`src/rtl/aes_stream_engine.sv`:
```
// Stream engine: pass, a^b or a^key over a fixed-length job.
// One-deep registered output slot, one beat per cycle at full rate.
module aes_stream_engine #(
  parameter int DW    = 128,
  parameter int CNT_W = 16
) (
  input  logic             clk_i,
  input  logic             rst_ni,
  input  logic             clear_i,
  input  logic             start_i,
  input  logic [1:0]       mode_i,
  input  logic [CNT_W-1:0] len_i,
  input  logic             a_valid_i,
  output logic             a_ready_o,
  input  logic [DW-1:0]    a_data_i,
  input  logic             b_valid_i,
  output logic             b_ready_o,
  input  logic [DW-1:0]    b_data_i,
  output logic             d_valid_o,
  input  logic             d_ready_i,
  output logic [DW-1:0]    d_data_o,
  output logic [DW/8-1:0]  d_strb_o,
  output logic             busy_o,
  output logic             done_o,
  output logic [CNT_W-1:0] cnt_o
);

  typedef enum logic [1:0] {
    IDLE,
    RUN,
    DRAIN,
    DONE
  } state_e;

  state_e           state_q, state_d;
  logic [1:0]       mode_q, mode_d;
  logic [CNT_W-1:0] len_q, len_d;
  logic [CNT_W-1:0] in_cnt_q, in_cnt_d;
  logic [CNT_W-1:0] cnt_q, cnt_d;
  logic [DW-1:0]    key_q, key_d;
  logic [DW-1:0]    d_data_q, d_data_d;
  logic             d_valid_q, d_valid_d;

  logic             slot_free;
  logic             first_beat;
  logic             fire;
  logic             b_rdy;
  logic [DW-1:0]    res;

  assign slot_free  = !d_valid_q || d_ready_i;
  assign first_beat = (in_cnt_q == '0);

  always_comb begin
    fire  = 1'b0;
    b_rdy = 1'b0;
    res   = a_data_i;
    if (state_q == RUN) begin
      unique case (1'b1)
        (mode_q == 2'd1),
        (mode_q == 2'd2 && first_beat): begin
          fire  = a_valid_i && b_valid_i && slot_free;
          b_rdy = fire;
          res   = a_data_i ^ b_data_i;
        end
        (mode_q == 2'd2 && !first_beat): begin
          fire = a_valid_i && slot_free;
          res  = a_data_i ^ key_q;
        end
        default: begin
          fire = a_valid_i && slot_free;
        end
      endcase
    end
  end

  always_comb begin
    state_d   = state_q;
    mode_d    = mode_q;
    len_d     = len_q;
    in_cnt_d  = in_cnt_q;
    cnt_d     = cnt_q;
    key_d     = key_q;
    d_data_d  = d_data_q;
    d_valid_d = d_valid_q;
    if (d_valid_q && d_ready_i) begin
      cnt_d     = cnt_q + 1'b1;
      d_valid_d = 1'b0;
    end
    if (fire) begin
      d_valid_d = 1'b1;
      d_data_d  = res;
      in_cnt_d  = in_cnt_q + 1'b1;
      if (mode_q == 2'd2 && first_beat) begin
        key_d = b_data_i;
      end
    end
    unique case (state_q)
      IDLE: begin
        if (start_i) begin
          mode_d   = mode_i;
          len_d    = len_i;
          in_cnt_d = '0;
          cnt_d    = '0;
          state_d  = (len_i == '0) ? DONE : RUN;
        end
      end
      RUN: begin
        if (in_cnt_d == len_q) begin
          state_d = DRAIN;
        end
      end
      DRAIN: begin
        if (cnt_d == len_q) begin
          state_d = DONE;
        end
      end
      default: begin
        state_d = IDLE;
      end
    endcase
  end

  // Soft clear aborts exactly like reset, dropping any pending beat.
  always_ff @(posedge clk_i) begin
    if (!rst_ni || clear_i) begin
      state_q   <= IDLE;
      mode_q    <= '0;
      len_q     <= '0;
      in_cnt_q  <= '0;
      cnt_q     <= '0;
      key_q     <= '0;
      d_data_q  <= '0;
      d_valid_q <= 1'b0;
    end else begin
      state_q   <= state_d;
      mode_q    <= mode_d;
      len_q     <= len_d;
      in_cnt_q  <= in_cnt_d;
      cnt_q     <= cnt_d;
      key_q     <= key_d;
      d_data_q  <= d_data_d;
      d_valid_q <= d_valid_d;
    end
  end

  assign a_ready_o = fire;
  assign b_ready_o = b_rdy;
  assign d_valid_o = d_valid_q;
  assign d_data_o  = d_data_q;
  assign d_strb_o  = {(DW/8){d_valid_q}};
  assign busy_o    = (state_q != IDLE);
  assign done_o    = (state_q == DONE);
  assign cnt_o     = cnt_q;

endmodule

```
`config.mk`:
```
export PLATFORM = sky130hd
export DESIGN_NAME = aes_stream_engine
export DESIGN_NICKNAME = d
export VERILOG_FILES = /design/src/rtl/aes_stream_engine.sv
export SDC_FILE = /design/constraint.sdc
export NUM_CORES = 1
export LEC_CHECK = 0
export CAP_MARGIN = 20
export CORE_ASPECT_RATIO = 0.75
export CORE_MARGIN = 10
export CORE_UTILIZATION = 45
export DETAILED_ROUTE_END_ITERATION = 6
export PLACE_DENSITY = 0.78
export SLEW_MARGIN = 20
export SYNTH_ARGS = -nofsm -noshare
export SYNTH_HDL_FRONTEND = slang
export SYNTH_SLANG_ARGS = --single-unit
```
`constraint.sdc`:
```
create_clock -name clk_i -period 5.6 [get_ports clk_i]
set_input_delay 0.56 -clock clk_i [delete_from_list [all_inputs] [get_ports clk_i]]
set_output_delay 0.56 -clock clk_i [all_outputs]
set_load 0.01 [all_outputs]
```
* After elaboration in Yosys (flattened, before gate mapping) *
Cells that the tools add are included.

word-level totals
  bits in registers = 309
  input port bits = 281
  output and inout bits = 165
  word-level logic and storage cells = 61

operators by class
  add/subtract/negate cells = 2
  eq/ne operators = 10
  multiplexer cells = 19
  bitwise operators = 2
  reductions and logical operators = 20

operators by type and width
  operator                 count
  $pmux W128 S2            1
  $xor A128 B128 Y128      2
  $mux W128                1
  $mux W16                 6
  $add A16 B1 Y16 const B  2
  $eq A16 B16 Y1           2
  $logic_not A16 Y1        2
  $mux W2                  4
  $eq A2 B2 Y1 const B     3
  $logic_and A1 B1 Y1      6
  $mux W1                  6
  $pmux W2 S3              1
  $eq A2 B1 Y1 const B     2
  $ne A2 B2 Y1 const B     2
  $reduce_and A2 Y1        2
  $reduce_bool A2 Y1       2
  $logic_not A1 Y1         3
  $reduce_and A3 Y1        1
  $logic_not A2 Y1         1
  $logic_or A1 B1 Y1       2
  $ne A2 B1 Y1 const B     1
  $reduce_or A2 Y1         1

* Logic depth before layout (Yosys ltp) *
  depth after elaboration = 9
  mapped depth = 13

* Least setup slack after synthesis *
No wires, ideal clock.

  path kind = flip-flop to flip-flop
  start = register d_valid_q (netlist: d_valid_o)
  end = register state_q[0]
  data arrival time = 2.637 ns
  slack = 2.835 ns
  stages on the path, launching flop included = 11
  path buffers = 1
  period minus slack after synthesis = 2.765 ns
  cells stage by stage = dfxtp_1 > nand2b_2 > and3_1 > buf_4 > and4_1 > xor3_1 > a2111o_1 > or4_1 > o21ai_2 > and2_1 > o31ai_1

between the ends
  word-level cells in the longest chain between the ends = 9

ends and longest elaborated chain
  what                                           RTL line    text
  start: declaration                             42          logic d_valid_q, d_valid_d;
  start signal: assignment                       142         d_valid_q <= d_valid_d;
  $logic_not A1 Y1                               50          assign slot_free = !d_valid_q || d_ready_i;
  $logic_or A1 B1 Y1                             50
  $logic_and A1 B1 Y1, on equally long branches  66, 70, 61
  $mux W1                                        -
  $mux W1                                        57          if (state_q == RUN) begin
  $mux W16                                       89          if (fire) begin
  $eq A16 B16 Y1                                 108         if (in_cnt_d == len_q) begin
  $ne A2 B1 Y1 (no source line)                  -
  $reduce_and A3 Y1 (no source line) *           -
  end signal: assignment                         135         state_q <= state_d;
  end: declaration                               35          state_e state_q, state_d;

Mark *: on every way between the ends. The rest lies on a longest branch, timed or not.
A chain may end at the register's enable or synchronous reset.

* Worst setup path in the final report *
  start = register in_cnt_q[0]
  end = output b_ready_o

between the ends
  word-level cells in the longest chain between the ends = 5

ends and longest elaborated chain
  what                      RTL line  text
  start: declaration        38        logic [CNT_W-1:0] in_cnt_q, in_cnt_d;
  start signal: assignment  138       in_cnt_q <= in_cnt_d;
  $logic_not A16 Y1         51        assign first_beat = (in_cnt_q == '0);
  $logic_and A1 B1 Y1       60        (mode_q == 2'd2 && first_beat): begin
  $reduce_or A2 Y1          58        unique case (1'b1)
  $mux W1                   58
  $mux W1                   57
  end: declaration          17        output logic b_ready_o,

Every way passes these cells.

==> results.rst <==
.. list-table::
   :header-rows: 1

   * - Metric
     - Value
   * - Clock root buffer
     - sky130_fd_sc_hd__clkbuf_16
   * - Deepest clock path buffer count
     - 3
   * - Most frequent cell after synthesis
     - sky130_fd_sc_hd__nand2_1
   * - H-tree level count
     - 2
   * - Maximum vdd ir drop
     - 0.193 mV
   * - Row Count
     - 57
   * - Final WL
     - 53100 um
   * - Slew Viols, Final
     - 0
   * - Top cell type by total area after synthesis
     - sky130_fd_sc_hd__dfxtp_1
   * - Die Height
     - 177 um
   * - Number of placed I/O pins
     - roughly 450
   * - Number of maximum-capacitance violations
     - 0
   * - Area of the placeable core
     - 0.0325 mm^2
   * - Hold-fix buffers, CTS
     - 0
   * - Initial antenna violation count
     - 9
   * - Net count, final
     - 2607
   * - CP max FO
     - 7
   * - CP endpoint kind
     - output pin
   * - Number of remaining DRC errors
     - 0
   * - Pin count of the biggest net entering global routing
     - around 110
   * - Ratio of final minimum period to clock period
     - 0.701
   * - Proportion of synthesized chip area in sequential cells
     - 0.416
   * - Sink Count
     - 309
   * - Setup-violating endpoint count in the final report
     - 0
   * - RSZ-0062 raised after global routing
     - false
   * - Global-route wire length before repair
     - 80200 um
   * - Die W
     - between 200 and 250 um
   * - Max frequency
     - approximately 250 MHz
   * - Number of buffers created by CTS
     - 35
   * - Growth of design area from synthesis to finish
     - 38.2%
   * - Insertion delay to the later sink of the worst-skew pair
     - between 0.5 and 0.6 ns
   * - Cell area after synthesis
     - ~0.015 mm^2
   * - Arrival @ worst endpoint
     - roughly 3.4 ns
   * - Top flip-flop cell by instance count after synthesis
     - sky130_fd_sc_hd__dfxtp_1
   * - Cell count after synthesis
     - slightly below 2000
   * - Number of enable flip-flop cells after synthesis
     - 0
   * - Worst max-slew margin expressed relative to the limit
     - 0.285
   * - Die area
     - between 0.04 and 0.05 mm^2
   * - Iteration-0 DRC count of the detailed router
     - 1243
   * - Leakage power total
     - 6.72 nW
   * - Area share of the leading cell type in the synthesized netlist
     - 0.416
   * - Total power of the final layout
     - 5.27 mW
   * - PortBufs
     - approximately 450
   * - Leading post-synthesis cells by cell area
     - sky130_fd_sc_hd__dfxtp_1 (42%), sky130_fd_sc_hd__nand2_1 (14%), sky130_fd_sc_hd__a21oi_1 (9.4%)
   * - Total count of hold-check failures in the final report
     - 0
   * - Global placer's final weighted congestion
     - roughly 0.90
   * - Syn_nets
     - 2276
   * - Count of cells resized by post-cts repair
     - 0
   * - Share of final-layout standard cells stronger than drive strength 1
     - 0.0384
   * - Starting Density
     - 0.457
   * - Post-route cell area
     - 0.0205 mm^2
   * - Seq cells post-synth
     - 309
   * - Final HPWL DP
     - 37100 um
   * - Yosys synthesis warning count
     - 0
   * - Worst clock skew on the final layout
     - ~0.024 ns
   * - Clock period minus final worst setup slack
     - approximately 4 ns
   * - Path type of the worst min-delay path
     - flop to flop
   * - Total via count after detailed routing
     - 15000
   * - GRT overflow
     - 0
   * - Placed inst area
     - 0.0193 mm^2
   * - Fraction of synthesis flops using an asynchronous set or reset pin
     - 0
   * - Post-CTS Setup Bufs
     - 0
   * - Power per Cell Area
     - 256 mW/mm^2
   * - Slew of the pin with the lowest slew margin
     - between 1 and 1.5 ns
   * - Distinct cell type count of the synthesized netlist
     - 63
   * - Most frequent cells after synthesis
     - sky130_fd_sc_hd__nand2_1 (570), sky130_fd_sc_hd__dfxtp_1 (309), sky130_fd_sc_hd__a21oi_1 (280), sky130_fd_sc_hd__nor2_1 (175), sky130_fd_sc_hd__xnor2_1 (155)
   * - Fin Setup TNS
     - 0 ns
   * - Worst Setup Start Kind
     - flop
   * - Average wire length per cell after detail routing
     - 19.0 um
   * - Antenna viol nets, final
     - 0
   * - Via count of the first global-routing pass
     - about 14000
   * - Number of optimization iterations in the first detailed-route pass
     - 6
   * - Routed via count divided by cell count
     - 5.36
   * - CTS tree
     - built
   * - Required time at the worst-slack endpoint
     - around 5.0 ns
   * - Result of the run
     - finished clean
   * - Total global-route track usage
     - 0.243
   * - Clock-pin transition on the worst setup and hold timing paths
     - roughly 0.060 ns
   * - Syn Area/Cell
     - ~7.5 um^2
   * - Worst Path Class, Setup
     - flop to output pin
-- routing by layer --
metal / wire, um / GRT usage / vias to the layer above / share of wire
met1: 21200 / 0.287 / 7069 / 0.40
met3: 4320 / 0.0712 / 90 / 0.081
li1: - / - / 7303 / -
met4: 1340 / 0.0859 / 2 / 0.025
met5: 12 / 0 / - / 0.00023
met2: 26100 / 0.413 / 509 / 0.49
-- critical path, cell delays in order (launching register included) --
cell and delay [ns]:
sky130_fd_sc_hd__dfxtp_1 0.39, sky130_fd_sc_hd__inv_1 0.09, sky130_fd_sc_hd__ha_1 0.19, sky130_fd_sc_hd__nor4b_1 0.28, sky130_fd_sc_hd__nand4_1 0.45, sky130_fd_sc_hd__nor2_1 0.42
sky130_fd_sc_hd__nor2_1 0.09, sky130_fd_sc_hd__nor3_1 0.27, sky130_fd_sc_hd__clkdlybuf4s50_1 0.64
-- final cells by class --
| type | count | area [um^2] |
|---|---|---|
| timing repair buffer | 460 | 4570 |
| inverter | 13 | 48.8 |
| multi-input combinational | 1498 | 7990 |
| antenna | 8 | 20.0 |
| clock buffer | 49 | 1030 |
| sequential | 309 | 6190 |
| clock inverter | 13 | 156 |
| fill | 2774 | 12000 |
| tap | 442 | 553 |
-- cells in the final DEF (no fill, tap or decap), drive strengths merged, types with 9 or more instances in the layout --
cell type        n
nand2          570
clkdlybuf4s50  445
dfxtp          309
a21oi          280
nor2           176
xnor2          155
a211oi         131
clkbuf          49
nand3           25
xor2            21
buf             15
inv             14
o21ai           12
nor4            12
nand2b          12
nand4           11
and3             9
ha               9
-- through the flow --
stage           util  hold slack [ns]  cells  setup slack (ns)
5_1_grt        0.632            0.464   2792              1.46
4_1_cts        0.631            0.452   2784              1.82
2_1_floorplan      -            0.432   1986              2.84
6_report       0.632            0.450   2792              1.67
3_3_place_gp   0.594            0.437   2722              1.68
3_5_place_dp   0.594            0.444   2722              1.61
-- flip-flops by register name, indices dropped and copies added, names as in the netlist --
signal     count
d_valid_o      1
len_q         16
d_data_o     128
state_q        2
in_cnt_q      16
cnt_o         16
mode_q         2
key_q        128
-- worst paths after layout --
kind,slack (ns),endpoint,start,cells after the start
min,0.45,key_q[36],key_q[36],2
min reg2reg,0.45,key_q[36],key_q[36],2
max reg2reg,1.89,key_q[65],in_cnt_q[0],9
max,1.67,b_ready_o,in_cnt_q[0],8
-- power breakdown --
| group | internal [mW] | switching [mW] |
|---|---|---|
| registers | 2.23 | 0.0278 |
| logic | 0.337 | 0.296 |
| clock network | 1.42 | 0.952 |
| total | 3.99 | 1.28 |
-- cell families after synthesis --
family,count (synthesis),synth area share
mux,2,0.00135
compound gates,453,0.182
xor+xnor,178,0.107
buf+inv,179,0.0510
fa+ha+maj,9,0.00757
flops,309,0.416
simple gates,856,0.236
No activity file was read; power rests on OpenSTA's default activity.
